$ cat config.mk
export PLATFORM = sky130hd
export DESIGN_NAME = wb_cmd_master_flat
export DESIGN_NICKNAME = d
export VERILOG_FILES = /design/src/rtl/wb_master_pkg.sv /design/src/rtl/wb_cmd_master_if.sv /design/src/rtl/wb_timeout_ctr.sv /design/src/rtl/wb_cmd_master.sv /design/src/flat_wrapper.sv
export SDC_FILE = /design/constraint.sdc
export NUM_CORES = 1
export LEC_CHECK = 0
export BUFFER_PORTS_ARGS = -buffer_cell sky130_fd_sc_hd__buf_2
export CAP_MARGIN = 15
export CORE_ASPECT_RATIO = 2
export CORE_UTILIZATION = 45
export DETAILED_ROUTE_END_ITERATION = 6
export PLACE_DENSITY = 0.84
export SLEW_MARGIN = 20
export SYNTH_ARGS = -nofsm -noshare
export SYNTH_HDL_FRONTEND = slang
export SYNTH_SLANG_ARGS = --single-unit
$ cat constraint.sdc
create_clock -name clk -period 5.1 [get_ports clk]
set_clock_uncertainty 0.05 [all_clocks]
set_input_delay 0.51 -clock clk [delete_from_list [all_inputs] [get_ports clk]]
set_output_delay 0.51 -clock clk [all_outputs]
set_load 0.02 [all_outputs]
$ cat src/rtl/wb_master_pkg.sv
// Shared state type and default widths for the
// Wishbone command master and its helpers.
package wb_master_pkg;

  localparam int WB_AW      = 8;
  localparam int WB_DW      = 8;
  localparam int WB_TIMEOUT = 15;
  localparam int WB_CW      = 4;

  typedef enum logic [1:0] {
    ST_IDLE = 2'd0,
    ST_REQ  = 2'd1,
    ST_WAIT = 2'd2,
    ST_RESP = 2'd3
  } wb_state_e;

endpackage

$ cat src/rtl/wb_cmd_master_if.sv
// Command handshake plus Wishbone pipelined bus
// signals seen by the command master.
interface wb_cmd_master_if
  import wb_master_pkg::*;
#(
  parameter int AW = WB_AW,
  parameter int DW = WB_DW
) ();

  logic          cmd_valid;
  logic          cmd_ready;
  logic          cmd_we;
  logic [AW-1:0] cmd_addr;
  logic [DW-1:0] cmd_wdata;
  logic          rsp_valid;
  logic [DW-1:0] rsp_rdata;
  logic          rsp_err;
  logic          o_wb_cyc;
  logic          o_wb_stb;
  logic          o_wb_we;
  logic [AW-1:0] o_wb_addr;
  logic [DW-1:0] o_wb_data;
  logic          i_wb_stall;
  logic          i_wb_ack;
  logic [DW-1:0] i_wb_data;

  modport master (
    input  cmd_valid, cmd_we, cmd_addr, cmd_wdata,
    input  i_wb_stall, i_wb_ack, i_wb_data,
    output cmd_ready, rsp_valid, rsp_rdata, rsp_err,
    output o_wb_cyc, o_wb_stb, o_wb_we,
    output o_wb_addr, o_wb_data
  );

  modport slave (
    output cmd_valid, cmd_we, cmd_addr, cmd_wdata,
    output i_wb_stall, i_wb_ack, i_wb_data,
    input  cmd_ready, rsp_valid, rsp_rdata, rsp_err,
    input  o_wb_cyc, o_wb_stb, o_wb_we,
    input  o_wb_addr, o_wb_data
  );

endinterface

$ cat src/rtl/wb_timeout_ctr.sv
// Bus-cycle watchdog: counts enabled cycles and
// flags the last allowed one at TIMEOUT-1.
module wb_timeout_ctr
  import wb_master_pkg::*;
#(
  parameter int TIMEOUT = WB_TIMEOUT,
  parameter int CW      = WB_CW
) (
  input  logic clk,
  input  logic rst_n,
  input  logic i_clear,
  input  logic i_enable,
  output logic o_expire
);

  localparam logic [CW-1:0] LAST = CW'(TIMEOUT - 1);

  logic [CW-1:0] r_cnt;

  always_ff @(posedge clk or negedge rst_n) begin
    if (!rst_n) begin
      r_cnt <= '0;
    end else if (i_clear) begin
      r_cnt <= '0;
    end else if (i_enable && r_cnt != LAST) begin
      r_cnt <= r_cnt + 1'b1;
    end
  end

  assign o_expire = i_enable && (r_cnt == LAST);

endmodule

$ cat src/rtl/wb_cmd_master.sv
// Turns valid/ready commands into single pipelined
// Wishbone cycles with a one-cycle response pulse.
module wb_cmd_master
  import wb_master_pkg::*;
#(
  parameter int AW      = WB_AW,
  parameter int DW      = WB_DW,
  parameter int TIMEOUT = WB_TIMEOUT,
  parameter int CW      = WB_CW
) (
  input logic             clk,
  input logic             rst_n,
  wb_cmd_master_if.master bus
);

  wb_state_e     r_state;
  logic          r_cyc;
  logic          r_stb;
  logic          r_we;
  logic [AW-1:0] r_addr;
  logic [DW-1:0] r_wdata;
  logic [DW-1:0] r_rdata;
  logic          r_rsp_valid;
  logic          r_rsp_err;

  logic w_idle;
  logic w_busy;
  logic w_resp;
  logic w_accept;
  logic w_ack;
  logic w_expire;

  assign w_idle   = (r_state == ST_IDLE);
  assign w_resp   = (r_state == ST_RESP);
  assign w_busy   = (r_state == ST_REQ) ||
                    (r_state == ST_WAIT);
  assign w_accept = (r_state == ST_REQ) &&
                    !bus.i_wb_stall;
  // an ack during a stalled strobe is not ours
  assign w_ack    = bus.i_wb_ack &&
                    (w_accept || r_state == ST_WAIT);

  wb_timeout_ctr #(
    .TIMEOUT (TIMEOUT),
    .CW      (CW)
  ) u_tmo (
    .clk      (clk),
    .rst_n    (rst_n),
    .i_clear  (w_idle),
    .i_enable (w_busy),
    .o_expire (w_expire)
  );

  always_ff @(posedge clk or negedge rst_n) begin
    if (!rst_n) begin
      r_state     <= ST_IDLE;
      r_cyc       <= 1'b0;
      r_stb       <= 1'b0;
      r_we        <= 1'b0;
      r_addr      <= '0;
      r_wdata     <= '0;
      r_rdata     <= '0;
      r_rsp_valid <= 1'b0;
      r_rsp_err   <= 1'b0;
    end else begin
      r_rsp_valid <= 1'b0;
      unique case (1'b1)
        w_idle: begin
          if (bus.cmd_valid) begin
            r_we    <= bus.cmd_we;
            r_addr  <= bus.cmd_addr;
            r_wdata <= bus.cmd_wdata;
            r_cyc   <= 1'b1;
            r_stb   <= 1'b1;
            r_state <= ST_REQ;
          end
        end
        w_busy: begin
          if (w_accept) r_stb <= 1'b0;
          // ack beats a simultaneous expiry
          if (w_ack) begin
            r_cyc       <= 1'b0;
            r_stb       <= 1'b0;
            r_rsp_valid <= 1'b1;
            r_rsp_err   <= 1'b0;
            if (!r_we) r_rdata <= bus.i_wb_data;
            r_state     <= ST_RESP;
          end else if (w_expire) begin
            r_cyc       <= 1'b0;
            r_stb       <= 1'b0;
            r_rsp_valid <= 1'b1;
            r_rsp_err   <= 1'b1;
            r_state     <= ST_RESP;
          end else if (w_accept) begin
            r_state <= ST_WAIT;
          end
        end
        w_resp: begin
          r_state <= ST_IDLE;
        end
        default: begin
          r_state <= ST_IDLE;
        end
      endcase
    end
  end

  assign bus.cmd_ready = w_idle;
  assign bus.rsp_valid = r_rsp_valid;
  assign bus.rsp_rdata = r_rdata;
  assign bus.rsp_err   = r_rsp_err;
  assign bus.o_wb_cyc  = r_cyc;
  assign bus.o_wb_stb  = r_stb;
  assign bus.o_wb_we   = r_we;
  assign bus.o_wb_addr = r_addr;
  assign bus.o_wb_data = r_wdata;

endmodule
$ cat src/flat_wrapper.sv
// flat-port wrapper written by rule: the top's interface ports become plain ports
module wb_cmd_master_flat import wb_master_pkg::*;
#(
  parameter int AW      = WB_AW,
  parameter int DW      = WB_DW,
  parameter int TIMEOUT = WB_TIMEOUT,
  parameter int CW      = WB_CW
)
  (clk, rst_n, bus_cmd_valid, bus_cmd_we, bus_cmd_addr, bus_cmd_wdata, bus_i_wb_stall, bus_i_wb_ack, bus_i_wb_data, bus_cmd_ready, bus_rsp_valid, bus_rsp_rdata, bus_rsp_err, bus_o_wb_cyc, bus_o_wb_stb, bus_o_wb_we, bus_o_wb_addr, bus_o_wb_data);
  wb_cmd_master_if #(.AW(AW), .DW(DW)) bus_i ();
  input logic clk;
  input logic rst_n;
  input wire logic [$bits(bus_i.cmd_valid)-1:0] bus_cmd_valid;
  input wire logic [$bits(bus_i.cmd_we)-1:0] bus_cmd_we;
  input wire logic [$bits(bus_i.cmd_addr)-1:0] bus_cmd_addr;
  input wire logic [$bits(bus_i.cmd_wdata)-1:0] bus_cmd_wdata;
  input wire logic [$bits(bus_i.i_wb_stall)-1:0] bus_i_wb_stall;
  input wire logic [$bits(bus_i.i_wb_ack)-1:0] bus_i_wb_ack;
  input wire logic [$bits(bus_i.i_wb_data)-1:0] bus_i_wb_data;
  output wire logic [$bits(bus_i.cmd_ready)-1:0] bus_cmd_ready;
  output wire logic [$bits(bus_i.rsp_valid)-1:0] bus_rsp_valid;
  output wire logic [$bits(bus_i.rsp_rdata)-1:0] bus_rsp_rdata;
  output wire logic [$bits(bus_i.rsp_err)-1:0] bus_rsp_err;
  output wire logic [$bits(bus_i.o_wb_cyc)-1:0] bus_o_wb_cyc;
  output wire logic [$bits(bus_i.o_wb_stb)-1:0] bus_o_wb_stb;
  output wire logic [$bits(bus_i.o_wb_we)-1:0] bus_o_wb_we;
  output wire logic [$bits(bus_i.o_wb_addr)-1:0] bus_o_wb_addr;
  output wire logic [$bits(bus_i.o_wb_data)-1:0] bus_o_wb_data;
  assign bus_i.cmd_valid = bus_cmd_valid;
  assign bus_i.cmd_we = bus_cmd_we;
  assign bus_i.cmd_addr = bus_cmd_addr;
  assign bus_i.cmd_wdata = bus_cmd_wdata;
  assign bus_i.i_wb_stall = bus_i_wb_stall;
  assign bus_i.i_wb_ack = bus_i_wb_ack;
  assign bus_i.i_wb_data = bus_i_wb_data;
  assign bus_cmd_ready = bus_i.cmd_ready;
  assign bus_rsp_valid = bus_i.rsp_valid;
  assign bus_rsp_rdata = bus_i.rsp_rdata;
  assign bus_rsp_err = bus_i.rsp_err;
  assign bus_o_wb_cyc = bus_i.o_wb_cyc;
  assign bus_o_wb_stb = bus_i.o_wb_stb;
  assign bus_o_wb_we = bus_i.o_wb_we;
  assign bus_o_wb_addr = bus_i.o_wb_addr;
  assign bus_o_wb_data = bus_i.o_wb_data;
  wb_cmd_master #(.AW(AW), .DW(DW), .TIMEOUT(TIMEOUT), .CW(CW)) u_core (.clk(clk), .rst_n(rst_n), .bus(bus_i));
endmodule
---- Word level (Yosys, flattened, before mapping) ----
Cells that the tools add are included.
cells by class
  add/sub/neg operators ................... 1
  eq/ne operators ......................... 7
  muxes and demuxes ....................... 20
  bitwise gates (word level) .............. 1
  reduce and logical (&&, ||, !) cells .... 17
operator list
  operator                                                               count
  1-bit two-way mux                                                      11
  3-bit AND reduction                                                    3
  2-bit two-way mux                                                      4
  4-bit two-way mux                                                      2
  2-bit AND reduction                                                    3
  2-bit nonzero test                                                     3
  4-bit by 1-bit adder with 4-bit output, second input constant          1
  4-bit equality test, second input constant                             1
  1-bit logical AND                                                      4
  4-bit by 1-bit != test with 1-bit output, second input constant        1
  4-bit != test, second input constant                                   1
  1-bit one-hot mux with 2 select lines                                  2
  2-bit one-hot mux with 2 select lines                                  1
  3-bit by 1-bit != test with 1-bit output, second input constant        1
  2-bit by 1-bit equality test with 1-bit output, second input constant  1
  2-bit equality test, second input constant                             1
  2-bit logical NOT                                                      1
  1-bit logical OR                                                       2
  2-bit != test, second input constant                                   1
  1-bit logical NOT                                                      1
  1-bit inverter                                                         1
word-level totals
  flip-flop bits (word level) ............. 35
  input port bits ......................... 30
  logic and storage cells ................. 56

---- Logic depth before layout (Yosys ltp) ----
Gate-level depths: netlist (run 1).
  depth in word-level cells ............... 6
  depth in mapped cells ................... 7

---- Cells and area by module ----
A second synthesis (run 1) with hierarchy kept.
second synthesis, totals
  cells, all modules ...................... 113
  area, all modules ....................... 1591.5 µm²
by module, submodules not included
  module          times used  cells each  area an instance (µm²)
  wb_cmd_master   1           89          1337.5
  wb_timeout_ctr  1           24          254.0

---- Least setup slack after synthesis (run 1) ----
OpenSTA, ideal clock, no wires.
  path kind ............................... register to register
  start ................................... register u_core.r_state[0]
  end ..................................... register u_core.r_addr[6], in the netlist u_core.bus.o_wb_addr[6]
  setup time .............................. 0.125 ns
  arrival ................................. 1.605 ns
  required time ........................... 4.925 ns
  path slack .............................. 3.321 ns
  stages on the path, launching flop included .. 7
  buffers on the path ..................... 2
  cell sequence ........................... dfrtp_1 > inv_1 > ha_1 > buf_4 > nand2_2 > buf_2 > mux2_2
on the way
  cells in the longest elaborated chain, start to end .. 2
RTL lines
  what                           line                 source
  from (decl)                    wb_cmd_master.sv:16  wb_state_e r_state;
  from (signal assigned)         wb_cmd_master.sv:56  r_state <= ST_IDLE;
  from (signal assigned)         wb_cmd_master.sv:75  r_state <= ST_REQ;
  from (signal assigned)         wb_cmd_master.sv:87  r_state <= ST_RESP;
  2-bit logical NOT              wb_cmd_master.sv:33  assign w_idle = (r_state == ST_IDLE);
  net bus_cmd_ready              flat_wrapper.sv:20   output wire logic [$bits(bus_i.cmd_ready)-1:0] bus_cmd_ready;
  2-bit AND reduction (no line)  n/a
  to (signal assigned)           wb_cmd_master.sv:71  r_addr <= bus.cmd_addr;
  to (decl)                      wb_cmd_master.sv:20  logic [AW-1:0] r_addr;
The timed path passes the listed nets, and every way through them passes these cells.
A chain may end at the register's enable or synchronous reset.

---- Final worst setup path (run 1) ----
  start ................................... register u_core.r_state[0]
  end ..................................... output bus_cmd_ready
on the way
  cells in the longest elaborated chain, start to end .. 1
RTL lines
  what               line
  2-bit logical NOT  wb_cmd_master.sv:33
  to (decl)          flat_wrapper.sv:20
Every way passes these cells.

==> results of run 1 <==
==> per-layer routing <==
layer  vias to the layer above  GRT usage, %  part of all wire [%]
li1                        517             -                     -
met1                       543          17.5                    34
met2                        45          33.0                    59
met3                        11          6.67                   5.1
met4                         0          12.1                   2.6
met5                         -             0                     0
==> cell type report <==
type	instances	area, um2	share of cell area, %
Timing Repair Buffer	59	295	15.3
Sequential cell	35	876	45.5
Clock inverter	2	12.5	0.650
Multi-Input combinational cell	71	618	32.1
Inverter	3	11.3	0.585
Clock buffer	6	72.6	3.77
Tap cell	31	38.8	2.02
==> layout by cell type, fill, tap and decap left out, drive strengths merged, types with 2 or more instances in the layout <==
cell / synthesis / routed
buf: 2 / 59
dfrtp: 35 / 35
mux2: 25 / 25
nor2: 6 / 6
ha: 6 / 6
clkbuf: 1 / 6
o21ai: 4 / 4
a21oi: 4 / 4
inv: 3 / 3
a21o: 3 / 3
nor3: 3 / 3
nand3: 3 / 3
nand2: 3 / 3
nor2b: 2 / 2
==> registers in the layout (all words and copies together) (netlist names) <==
name / cells
u_core.bus.o_wb_addr: 8
u_core.bus.o_wb_cyc: 1
u_core.bus.o_wb_data: 8
u_core.bus.o_wb_stb: 1
u_core.bus.o_wb_we: 1
u_core.bus.rsp_err: 1
u_core.bus.rsp_rdata: 8
u_core.bus.rsp_valid: 1
u_core.r_state: 2
u_core.u_tmo.r_cnt: 4
==> worst reg2reg max path, stage by stage (launching register included) <==
cell,delay [ns]
dfrtp_1,0.39
inv_1,0.11
ha_1,0.47
nand2_4,0.13
o311a_1,0.38
a211o_1,0.27
==> worst min-delay path by stage <==
stage                        start                       to  slack (ns)
3_3_place_gp   u_core.bus.o_wb_cyc      u_core.bus.o_wb_cyc        0.41
6_report                     rst_n     u_core.bus.rsp_valid        0.25
3_5_place_dp   u_core.bus.o_wb_cyc      u_core.bus.o_wb_cyc        0.42
5_1_grt                      rst_n        u_core.r_state[1]        0.31
2_1_floorplan                rst_n  u_core.bus.o_wb_addr[0]        0.16
4_1_cts                      rst_n    u_core.u_tmo.r_cnt[0]        0.27
==> where the power goes <==
part,internal [mW],switching (mW),total [mW]
logic,0.246,0.340,0.586
clock network,0.0953,0.0936,0.189
registers,0.401,0.0652,0.466
total,0.743,0.499,1.24
==> cell families after synthesis <==
| group | Yosys count | share of synthesized area, % |
|---|---|---|
| flops | 35 | 57.2 |
| mux | 26 | 19.0 |
| simple gates | 21 | 8.42 |
| compound gates | 16 | 6.86 |
| buf+inv | 6 | 2.45 |
| fa+ha+maj | 6 | 4.90 |
| xor+xnor | 2 | 1.14 |
==> synth_stat cells, drive strengths merged <==
library cell	instances	share of area, %
nor2	6	1.5
nand3b	1	0.74
mux2i	1	0.65
inv	3	0.74
o311a	1	0.65
clkbuf	1	0.90
dfrtp	35	57
buf	2	0.82
xnor2	1	0.57
a221oi	1	0.57
nor3	3	0.98
o21a	1	0.49
xor2	1	0.57
or3	1	0.41
nor2b	2	1.3
a211o	1	0.57
a21boi	1	0.49
ha	6	4.9
nand2	3	1.4
nand3	3	1.3
mux2	25	18
a21o	3	1.5
or2	1	0.41
o21ai	4	1.3
a21oi	4	1.3
and3	1	0.41
==> per-stage QoR <==
step / hold WS (ns) / power, mW / area (um2) / std cells
3_3_place_gp: 0.411 / 1.03 / 1840 / 199
4_1_cts: 0.272 / 1.26 / 1920 / 207
6_report: 0.250 / 1.24 / 1920 / 207
3_5_place_dp: 0.415 / 1.06 / 1840 / 199
5_1_grt: 0.310 / 1.32 / 1920 / 207
2_1_floorplan: 0.164 / 0.887 / 1530 / 112
==> out/metrics.cfg, run 1 <==
[run_status]
status=finished, final reports clean

[placed_design]
portBuffers=59
dp_hpwl_mm=2.41
finalWeightedCongestion=0.830
place_worst_setup_slack_ns=3.22

[timing]
finalHoldViolCount=0
period_share_pct=39.1
tns_ns=0
worst_pin_slew_ns=0.760
rsz0062_at_grt=false
final_max_slew_viol_count=0
layout_min_cycle_time_ns=1.99
fin_ws_ns=3.11
max_slew_margin_pct=49.3
fmax_ghz=0.501
final-setup-viol-count=0

[grt]
antenna_found_initial=0
grt_pass1_vias=1252
grt_max_degree=36
track_usage_pct=18.9
overflow=0
grt_pass1_wl_mm=5.21

[critical_path]
crit_family=flip-flops
crit_slowest_cell=dfrtp_1
worstPathCellList=inv_1 > ha_1 > buf_2
path_class=reg2out
worstSetupPathDepth=3
critical_path_arrival_ns=1.43
r2r-start=u_core.r_state[0]
critPathMaxFanout=9
cp-end-kind=primary output
critPathMaxStageDelay_ns=0.41
r2r-end=u_core.r_state[0]
cp-startpoint=u_core.r_state[0]
cp.required_ns=4.54
crit_path_end=bus_cmd_ready
cp_num_buf_inv=2
rr_worst_depth=5
r2r_slack_ns=3.20
crit_path_start_kind=flop

[logic_synthesis]
synth_nets=148
synth_seq_cells=35
synth_warnings=0
synth_area_um2=1530
syn-instance-count=112
avgSynthCellArea_um2=13.7
synth.distinct_cells=31
seq_area_frac_synth_pct=57.2

[routing]
avgRoutedWirePerCell_um=14.8
routed_via_density=5.39
drc=0
firstDrtPassIters=4
antenna_left=0
dr.first_iter.drc_count=11
wl_mm=3.07
via_count=1116

[finish]
final_util_pct=60.3
final.fill_count=281
layout-drive-gt1-share_pct=55.1
fin_nets=211
area_growth_pct=25.7
diodes=0

[floorplan]
die_area_um2=3650
io_pins=60
die_h_um=84.5
die_w_um=43.3
rows=29
core_area_um2=3190
start_util_pct=48.0

[clocking]
cts_setup_buffers=0
numCtsBuffers=5
clk_latency_ns=0.28
cts-root-buf=clkbuf_8
path_clk_slew_ns=0.07
cts_hold_buf=0
cts_tree=yes
htreeDepth=2
cts.sinks=35
ctsLongestPathBuffers=2
cts_resized=0

[hold_path]
worstHoldPathType=in2async

[power_and_ir_drop]
vdd_drop_max_uv=324
power_density_nw_per_um2=645
power_leakage_nw=0.974

[run]
cap_viol_max_count=0

No activity file was read; power rests on OpenSTA's default activity.
==> inputs of run 2 (changes only) <==
==> constraint.sdc (replaced) <==
create_clock -name clk -period 1.95 [get_ports clk]
set_clock_uncertainty 0.05 [all_clocks]
set_input_delay 0.195 -clock clk [delete_from_list [all_inputs] [get_ports clk]]
set_output_delay 0.195 -clock clk [all_outputs]
set_load 0.02 [all_outputs]
==> out/metrics.cfg, run 2 (same netlist as run 1, synthesis figures left out) <==
[clocking]
path_clk_slew_ns=0.07  ; about the same
numCtsBuffers=5  ; unchanged
cts.sinks=35  ; unchanged
cts_setup_buffers=0  ; unchanged
ctsLongestPathBuffers=2  ; unchanged
cts-root-buf=clkbuf_8
cts_tree=yes
clk_latency_ns=0.28  ; about the same
cts_resized=0  ; unchanged
htreeDepth=2  ; unchanged

[critical_path]
r2r-end=u_core.bus.rsp_rdata[4]
cp.required_ns=2.06  ; -2.48 ns
cp-end-kind=flop
r2r_slack_ns=0.20  ; -3.00 ns
critical_path_arrival_ns=1.87  ; +0.44 ns
rr_worst_depth=5  ; unchanged
crit_path_start_kind=flop
critPathMaxFanout=8  ; -1
path_class=reg2reg
r2r-start=u_core.r_state[1]

[routing]
avgRoutedWirePerCell_um=14.1  ; -4.8%
firstDrtPassIters=3  ; -1
via_count=1109  ; -0.63%
antenna_left=0  ; unchanged
drc=0  ; unchanged
dr.first_iter.drc_count=4  ; -7
routed_via_density=5.31  ; -1.6%
wl_mm=2.95  ; -3.9%

[floorplan]
start_util_pct=48.0  ; unchanged
die_area_um2=3650  ; unchanged
die_w_um=43.3  ; unchanged
io_pins=60  ; unchanged
die_h_um=84.5  ; unchanged
rows=29  ; unchanged
core_area_um2=3190  ; unchanged

[timing]
final-setup-viol-count=0  ; unchanged
tns_ns=0  ; unchanged
fin_ws_ns=0.196  ; -2.91 ns
period_share_pct=89.9
fmax_ghz=0.570
layout_min_cycle_time_ns=1.75
max_slew_margin_pct=49.6  ; +0.24 points
finalHoldViolCount=0  ; unchanged
worst_pin_slew_ns=0.756  ; -0.00361 ns
final_max_slew_viol_count=0  ; unchanged
rsz0062_at_grt=false

[run]
cap_viol_max_count=0  ; unchanged

[placed_design]
place_worst_setup_slack_ns=0.171  ; -3.05 ns
dp_hpwl_mm=2.31  ; -3.9%
portBuffers=59  ; unchanged
finalWeightedCongestion=0.832  ; +0.18%

[finish]
layout-drive-gt1-share_pct=55.6  ; +0.50 points
ff_latch_area_um2=876  ; unchanged
diodes=0  ; unchanged
final.fill_count=260  ; -7.5%
final_util_pct=61.8  ; +1.6 points
area_growth_pct=28.9
final_common_cell=buf_2
fin_nets=213  ; +0.95%
multi_input_comb_area_um2=618  ; unchanged
final_cell_mix=buf_2, dfrtp_1, mux2_2

[grt]
track_usage_pct=17.8  ; -1.1 points
antenna_found_initial=0  ; unchanged
grt_pass1_vias=1175  ; -6.2%
grt_pass1_wl_mm=4.91  ; -5.8%
grt_max_degree=36  ; unchanged
overflow=0  ; unchanged

[hold_path]
hold_start=bus_cmd_addr[4]
whs_endpoint=u_core.bus.o_wb_addr[4]
hold_depth=2
worstHoldPathType=in2reg

[run_status]
status=finished, final reports clean

[power_and_ir_drop]
vdd_drop_max_uv=843  ; +160%
power_density_nw_per_um2=1730  ; +170%
power_leakage_nw=1.00  ; +3.0%

==> run 2: cell types whose count changed in the layout (fill, tap and decap cells not counted), sizes merged <==
| cell | delta |
|---|---|
| buf | +1 |
| bufinv | +1 |
| clkinvlp | -1 |
| dlygate4sd3 | +1 |
==> run 2: how the worst max path moves through the flow <==
stage | startpoint | to
floorplan | u_core.r_state[0] | u_core.bus.o_wb_addr[6]
global placement | u_core.r_state[0] | u_core.bus.o_wb_we
detailed placement | u_core.r_state[0] | u_core.bus.o_wb_data[0]
CTS | u_core.r_state[0] | u_core.bus.o_wb_data[5]
global route | u_core.r_state[0] | u_core.bus.o_wb_data[5]
finish | u_core.r_state[1] | u_core.bus.rsp_rdata[4]
==> run 2: stage by stage <==
stage               std cells  instance area (um2)  total power, mW  hold WS, ns
global placement          200                 1850             2.71        0.239
detailed placement        200                 1850             2.79        0.259
global route              209                 1970             3.63       0.0765
floorplan                 112                 1530             2.32       -0.151
finish                    209                 1970             3.41       0.0905
CTS                       209                 1970             3.46       0.0841
==> run 2: power breakdown <==
part           internal, mW  switching [mW]  total (mW)  leakage [nW]
Sequential             1.05           0.169        1.22         0.427
Combinational         0.661           0.877        1.54         0.516
Clock                 0.413           0.244       0.657        0.0612
==> run 2: final cells by class <==
cell class	count	area share [%]
Clock buffer	6	4.18
Tap cell	31	1.96
Multi-Input combinational cell	71	31.3
Inverter	3	0.570
Sequential cell	35	44.4
Clock inverter	2	1.77
Timing Repair Buffer	61	15.8
==> run 2: repair_timing <==
action | 4_1_cts | 5_1_grt
hold buffers | 1 | 0
hold endpoints to repair | 35 | 0
endpoints found under the setup margin | 0 | 0
==> run 2: per-layer routing <==
layer | vias to the layer above | GRT usage, % | routed length (um)
li1 | 520 | - | -
met1 | 535 | 18.7 | 1010
met2 | 41 | 30.1 | 1690
met3 | 13 | 4.52 | 130
met4 | 0 | 11.3 | 119
met5 | - | 0 | 0
==> run 2: critical path, cell delays in order, from the launching register on <==
cell      delay, ns
dfrtp_1        0.40
inv_1          0.10
ha_1           0.34
buf_4          0.18
nand3b_2       0.20
mux2_2         0.37
==> inputs of run 3 (changes only) <==
--- a/config.mk
+++ b/config.mk
@@ -10,6 +10,7 @@
 export CORE_ASPECT_RATIO = 2
 export CORE_UTILIZATION = 45
 export DETAILED_ROUTE_END_ITERATION = 6
+export MAX_ROUTING_LAYER = met4
 export PLACE_DENSITY = 0.84
 export SLEW_MARGIN = 20
 export SYNTH_ARGS = -nofsm -noshare
==> out/metrics.cfg, run 3 (same netlist as run 1, synthesis figures left out) <==
[run_status]
status=finished, final reports clean

[routing]
drc=0  ; unchanged
dr.first_iter.drc_count=15  ; +11
wl_mm=2.99  ; +1.4%
via_count=1126  ; +1.5%
avgRoutedWirePerCell_um=14.3  ; +1.4%
antenna_left=0  ; unchanged
firstDrtPassIters=4  ; +1
routed_via_density=5.39  ; +1.5%

[power_and_ir_drop]
power_density_nw_per_um2=1770  ; +2.5%
power_leakage_nw=1.01  ; +0.32%
vdd_drop_max_uv=1240  ; +47%

[timing]
fin_ws_ns=0.175  ; -0.0214 ns
holdWs_ns=0.0858  ; -0.00479 ns
final-setup-viol-count=0  ; unchanged
period_share_pct=91.0  ; +1.1 points
tns_ns=0  ; unchanged
rsz0062_at_grt=false
final_max_slew_viol_count=0  ; unchanged
finalHoldViolCount=0  ; unchanged
fmax_ghz=0.563  ; -1.2%
max_slew_margin_pct=49.1  ; -0.50 points
worst_pin_slew_ns=0.764  ; +0.00754 ns
layout_min_cycle_time_ns=1.78  ; +0.0214 ns

[clocking]
cts_tree=yes
htreeDepth=2  ; unchanged
cts_setup_buffers=0  ; unchanged
ctsLongestPathBuffers=2  ; unchanged
path_clk_slew_ns=0.07  ; about the same
cts-root-buf=clkbuf_8
cts.sinks=35  ; unchanged
numCtsBuffers=5  ; unchanged
clk_latency_ns=0.29  ; about the same

[critical_path]
path_class=reg2reg
critPathMaxFanout=8  ; unchanged
cp.required_ns=2.08  ; +0.02 ns
rr_worst_depth=5  ; unchanged
crit_path_start_kind=flop
cp-end-kind=flop
critical_path_arrival_ns=1.90  ; +0.03 ns

[grt]
track_usage_pct=19.0  ; +1.2 points
overflow=0  ; unchanged
grt_pass1_wl_mm=5.02  ; +2.3%
grt_max_degree=36  ; unchanged
antenna_found_initial=0  ; unchanged
grt_pass1_vias=1154  ; -1.8%

[floorplan]
die_w_um=43.3  ; unchanged
start_util_pct=48.0  ; unchanged
core_area_um2=3190  ; unchanged
io_pins=60  ; unchanged
die_area_um2=3650  ; unchanged
rows=29  ; unchanged
die_h_um=84.5  ; unchanged

[finish]
fin_nets=213  ; unchanged
final_cells=209  ; unchanged
final_common_cell=buf_2
final_cell_mix=buf_2, dfrtp_1, mux2_2
layout-drive-gt1-share_pct=55.6  ; unchanged
area_growth_pct=30.1
diodes=0  ; unchanged
final_util_pct=62.4  ; +0.59 points

[placed_design]
portBuffers=59  ; unchanged
dp_hpwl_mm=2.30  ; -0.36%
place_worst_setup_slack_ns=0.174  ; +0.00296 ns
dp.cells=200  ; unchanged
finalWeightedCongestion=0.837  ; +0.59%

[hold_path]
worstHoldPathType=in2reg
hold_depth=2  ; unchanged

[run]
cap_viol_max_count=0  ; unchanged

[run 3: cell types whose count changed in the layout (fill, tap and decap cells not counted), sizes merged]
cell | before | now
clkbuf | 6 | 5
clkinvlp | 0 | 1
clkinv | 1 | 0
bufinv | 1 | 2
[run 3: power by group]
group | internal (mW) | switching, mW
clock | 0.510 | 0.261
combinational | 0.661 | 0.884
sequential | 1.05 | 0.168
total | 2.22 | 1.31
[run 3: repair_timing]
action,CTS,global route
gates resized for setup,0,0
hold endpoints to repair,35,0
hold buffers,1,0
[run 3: stage by stage]
stage	instance area [um2]	total power [mW]
after floorplan	1530	2.32
after global placement	1850	2.71
after detailed placement	1850	2.79
after CTS	1990	3.57
after global routing	1990	3.74
final	1990	3.53
[run 3: worst max-delay path, cell delays in order, from the launching register on]
cell and delay [ns]:
dfrtp_1 0.41, inv_1 0.10, ha_1 0.37, nand2_4 0.10, o311a_1 0.36, a211o_1 0.26
[run 3: worst paths after layout]
kind                       slack (ns)                      end                 from
max in group asynchronous        0.90  u_core.bus.o_wb_data[5]                rst_n
setup / recovery                 0.17        u_core.r_state[0]    u_core.r_state[1]
hold reg to reg                  0.43      u_core.bus.o_wb_cyc  u_core.bus.o_wb_cyc
hold / removal                   0.09  u_core.bus.o_wb_data[1]     bus_cmd_wdata[1]
min in group asynchronous        0.47    u_core.u_tmo.r_cnt[3]                rst_n
setup reg to reg                 0.17        u_core.r_state[0]    u_core.r_state[1]
[run 3: layout make-up]
type                       count  area, um2
tap                           31       38.8
fill                         274       1200
clock inverter                 3       67.6
clock buffer                   5       68.8
multi-input combinational     71        618
inverter                       3       11.3
sequential                    35        876
timing repair buffer          61        313
[run 3: layer usage]
layer,part of all wire (%),GRT usage [%],vias to the layer above
met5,0,-,-
met4,2.0,9.37,0
met3,4.9,4.52,6
met2,59,33.6,43
met1,34,18.2,554
li1,-,-,523
